File: config.mk
export PLATFORM = sky130hd
export DESIGN_NAME = bin_to_bcd_seq
export DESIGN_NICKNAME = d
export VERILOG_FILES = /design/src/rtl/bin_to_bcd_seq.sv
export SDC_FILE = /design/constraint.sdc
export NUM_CORES = 1
export LEC_CHECK = 0
export ABC_AREA = 1
export BUFFER_PORTS_ARGS = -buffer_cell sky130_fd_sc_hd__buf_2
export CORE_ASPECT_RATIO = 1.75
export CORE_MARGIN = 2
export CORE_UTILIZATION = 60
export CTS_BUF_LIST = sky130_fd_sc_hd__clkbuf_16
export DETAILED_ROUTE_END_ITERATION = 7
export GPL_ROUTABILITY_DRIVEN = 1
export PLACE_DENSITY = 0.94
export REMOVE_ABC_BUFFERS = 1
export SYNTH_ARGS = -nofsm -noshare
export SYNTH_HDL_FRONTEND = slang
export SYNTH_SLANG_ARGS = --single-unit
File: constraint.sdc
create_clock -name clk -period 3.1 [get_ports clk]
set_input_delay 0.155 -clock clk [delete_from_list [all_inputs] [get_ports clk]]
set_output_delay 0.155 -clock clk [all_outputs]
set_load 0.005 [all_outputs]
File: src/rtl/bin_to_bcd_seq.sv
// bin_to_bcd_seq
//   Sequential shift-add-3 (double-dabble) binary to packed BCD converter.
//   Converts one input bit per clock. The result register only updates
//   when a conversion completes, so downstream displays never see
//   partial values.
//
// Ports:
//   clk   - system clock, rising edge
//   rst   - asynchronous active-high reset
//   start - conversion request, sampled only while idle
//   bin   - unsigned binary value, captured on the accepted start edge
//   busy  - high while a conversion is in progress
//   done  - one-cycle pulse: bcd has just been updated
//   bcd   - packed BCD result, digit i at [4i+3:4i], digit 0 = ones
module bin_to_bcd_seq #(
    parameter int WIDTH  = 8,
    parameter int DIGITS = 3
) (
    input  logic                  clk,
    input  logic                  rst,
    input  logic                  start,
    input  logic [WIDTH-1:0]      bin,
    output logic                  busy,
    output logic                  done,
    output logic [4*DIGITS-1:0]   bcd
);

    localparam int CW = $clog2(WIDTH + 1);

    typedef enum logic [1:0] {
        IDLE = 2'd0,
        CONV = 2'd1,
        DONE = 2'd2
    } state_t;

    state_t              state;
    logic [WIDTH-1:0]    shreg;
    logic [4*DIGITS-1:0] scratch;
    logic [CW-1:0]       count;

    logic [4*DIGITS-1:0] adj;
    logic [4*DIGITS-1:0] next_scratch;
    logic [WIDTH-1:0]    next_shreg;

    // One double-dabble iteration: add 3 to every digit >= 5, then shift
    // {scratch, shreg} left by one with the shreg MSB entering digit 0.
    always_comb begin
        adj = scratch;
        for (int unsigned d = 0; d < DIGITS; d++) begin
            if (scratch[4*d +: 4] >= 4'd5)
                adj[4*d +: 4] = scratch[4*d +: 4] + 4'd3;
        end
        next_scratch = {adj[4*DIGITS-2:0], shreg[WIDTH-1]};
        next_shreg   = shreg << 1;
    end

    always_ff @(posedge clk or posedge rst) begin
        if (rst) begin
            state   <= IDLE;
            shreg   <= '0;
            scratch <= '0;
            count   <= '0;
            busy    <= 1'b0;
            done    <= 1'b0;
            bcd     <= '0;
        end else begin
            case (state)
                IDLE: begin
                    done <= 1'b0;
                    if (start) begin
                        shreg   <= bin;
                        scratch <= '0;
                        count   <= '0;
                        busy    <= 1'b1;
                        state   <= CONV;
                    end
                end
                CONV: begin
                    scratch <= next_scratch;
                    shreg   <= next_shreg;
                    count   <= count + 1'b1;
                    if (count == CW'(WIDTH - 1)) begin
                        bcd   <= next_scratch;
                        done  <= 1'b1;
                        busy  <= 1'b0;
                        state <= DONE;
                    end
                end
                DONE: begin
                    done  <= 1'b0;
                    state <= IDLE;
                end
                default: begin
                    busy  <= 1'b0;
                    done  <= 1'b0;
                    state <= IDLE;
                end
            endcase
        end
    end

endmodule

==> summary.md <==
| Metric | Value |
|---|---|
| Synth warn | `0` |
| Final WL | `4220 um` |
| CP max FO | `15` |
| Total I/O pin count | `25` |
| Post-CTS setup buffer count | `0` |
| Post-synthesis mux area share | `0%` |
| Top FF cell, synth | `dfrtp_1` |
| TritonCTS clock tree | `done` |
| Setup CP Type | `flip-flop to flip-flop` |
| Post-route setup TNS | `0 ps` |
| Die Y | `78.4 um` |
| Synth-to-layout area growth | `15.0%` |
| PD cells | `1050 nW/um^2` |
| Post-route minimum period | `approximately 1500 ps` |
| DRC viols | `0` |
| Dpl hpwl | `2900 um` |
| Row cnt | `27` |
| Actual slew at the worst max-slew pin | `roughly 500 ps` |
| Initial DRC count | `68` |
| Global route total overflow | `0` |
| First-pass GRT wire length | `7330 um` |
| Syn avg cell area | `~8.2 um^2` |
| All-Layer GR Usage | `28.2%` |
| Die W | `46.5 um` |
| Max-cap violations | `0` |
| Clock buffer depth | `2` |
| Drt via density | `5.38` |
| Yosys reg bits | `40` |
| Fin. max-slew vios | `0` |
| Initial Utilization | `61.8%` |
| Slew margin rel. | `between 60% and 70%` |
| Placed Area | `2050 um^2` |
| XOR/XNOR Fraction of Synth Area | `0%` |
| Port-buffer cells | `24` |
| Leak | `~1.2 nW` |
| Simple-gate share of the synthesized area | `31.0%` |
| Share of post-route cells with drive strength above 1 | `15.1%` |
| Filler cell count | `217` |
| DR pass1 iterations | `4` |
| Via count | `roughly 1600` |
| RSZ-0062 raised after global routing | `false` |
| Share of flip-flops with an asynchronous set or reset | `100%` |
| Mapped Cells | `231` |
| Post-DRT Antenna Nets | `0` |
| Synthesized area | `roughly 1900 um^2` |
| Register area share after synthesis | `52.7%` |
| CP arrival | `1630 ps` |
| Hold Vio Cnt, Final | `40` |
| PostCTS Resize Cnt | `0` |
| CP startpoint kind | `flip-flop` |
| Hold-fix buffers, CTS | `0` |
| Clock root cell | `clkbuf_16` |
| Clock latency on the worst-skew pair | `roughly 280 ps` |
| Count of final setup violators | `0` |
| DIE AREA | `around 3600 um^2` |
| Vias in the first global route | `~1700` |
| Crit share post-route | `a little under half` |
| CTS Buf Count | `5` |
| # diodes | `0` |
| Count of different cell masters after synthesis | `21` |
| Failing checks | `negative hold slack` |
| DR WL/cell | `14.0 um` |
| Reg2Reg Depth | `7` |
| Largest family of logic cells by synthesized area | `simple AND/OR/NAND/NOR gates` |
| Number of flops mapped to enable cells by yosys | `0` |
| CORE AREA | `3070 um^2` |
| Min Hold Slack | `-11.8 ps` |
| Synth Area in Compound Gates | `between 5 and 6%` |
| Final instance area | `2180 um^2` |
| Maximum VDD drop | `806 uV` |
| Post-layout net count | `276` |
| Worst setup EP type | `flip-flop` |
| Gpl congestion | `0.922` |
| Clock sink count | `40` |
| Fmax | `682 MHz` |
| Area share of fa/ha/maj cells after synthesis | `4.61%` |
| Initial antenna violation count | `0` |
| CTS H-tree lvls | `2` |
| Largest net degree at the start of global routing | `a little over 40` |
| Outcome | `finished with violations` |
| Worst Skew | `3.03 ps` |
| Worst hold path class | `input pin to async pin` |
| Required @ worst endpoint | `3270 ps` |
| Reg clk slew, reported paths | `approximately 60 ps` |
==> sequential cells by signal, indices dropped and copies added (netlist names) <==
signal	cells
bcd	12
scratch	12
shreg	8
count	4
state	2
busy	1
done	1
==> final timing paths <==
kind	from	end	slack, ps
worst max register to register	count[0]$_DFFE_PP0P_	bcd[1]$_DFFE_PP0P_	1630
min in group clk	bin[0]	shreg[0]$_DFFE_PP0P_	70
worst min register to register	bcd[9]$_DFFE_PP0P_	bcd[9]$_DFFE_PP0P_	480
max in group asynchronous	rst	shreg[7]$_DFFE_PP0P_	2780
worst min-delay path	rst	bcd[7]$_DFFE_PP0P_	-10
worst max-delay path	count[0]$_DFFE_PP0P_	bcd[1]$_DFFE_PP0P_	1630
==> stage by stage <==
step / hold slack [ps] / setup WS (ps) / std cells / total power [mW] / util, %
floorplan: 272 / 1840 / 226 / 1.51 / -
global placement: 298 / 1710 / 294 / 1.75 / 66.6
detailed placement: 293 / 1660 / 294 / 1.80 / 66.6
CTS: 4.73 / 1630 / 302 / 2.29 / 71.0
global route: 40.2 / 1470 / 302 / 2.49 / 71.0
finish: -11.8 / 1630 / 302 / 2.30 / 71.0
==> Yosys cell counts, types with 2 or more instances <==
| cell | instances | area, um^2 |
|---|---|---|
| nand2_1 | 95 | 357 |
| dfrtp_1 | 40 | 1000 |
| nand3_1 | 27 | 135 |
| inv_1 | 18 | 67.6 |
| o21ai_0 | 15 | 75.1 |
| ha_1 | 7 | 87.6 |
| nand4_1 | 5 | 31.3 |
| nor2_1 | 5 | 18.8 |
| buf_2 | 3 | 15.0 |
| nand2_2 | 3 | 18.8 |
| inv_2 | 2 | 7.51 |
| o22ai_1 | 2 | 12.5 |
==> routing by layer <==
layer,share of wire (%),wire length [um],vias to the layer above,GRT usage [%]
met3,4.7,199,16,6.21
met4,3.0,127,0,12.0
met1,37,1570,762,33.2
met5,0,0,-,0
met2,55,2320,57,47.1
li1,-,-,791,-
==> report_power, final <==
group          switching [mW]  internal [mW]  leakage (nW)
registers               0.174          0.745         0.507
logic                   0.579          0.320         0.602
clock network           0.190          0.289        0.0738
==> critical path, stage by stage, from the launching register on <==
cell and delay, ps:
dfrtp_1 420, ha_1 240, nand2_2 100, nor2_4 50, nand2_4 140, clkinv_2 190, nand3_1 140, nand2_1 60
==> cell usage in the layout, fill, tap and decap left out <==
master,instances
clkinv_2,1
o22ai_1,2
buf_2,24
nand4_1,5
inv_2,2
a21oi_1,1
nand2_1,95
clkinv_1,1
o21ai_0,15
nand2_2,3
buf_4,1
inv_1,20
nor2_2,1
clkbuf_16,5
nand3_1,27
dfrtp_1,40
ha_1,7
nor2_4,1
o21bai_1,1
nand2_4,1
o211ai_1,1
nor2_1,5
==> logic make-up (layout without fill, tap and decap cells) <==
family | Yosys count | count (layout)
buf+inv | 26 | 54
flops | 40 | 40
simple gates | 138 | 138
fa+ha+maj | 7 | 7
compound gates | 20 | 20
==> final cells by class <==
cell class	instances	area [um^2]	share of cell area, %
sequential	40	1000	45.8
inverter	21	80.1	3.67
clock inverter	3	11.3	0.516
tap	43	53.8	2.46
clock buffer	5	125	5.73
multi-input combinational	165	785	35.9
timing repair buffer	25	128	5.85
Power figures use the tool's default switching activity.
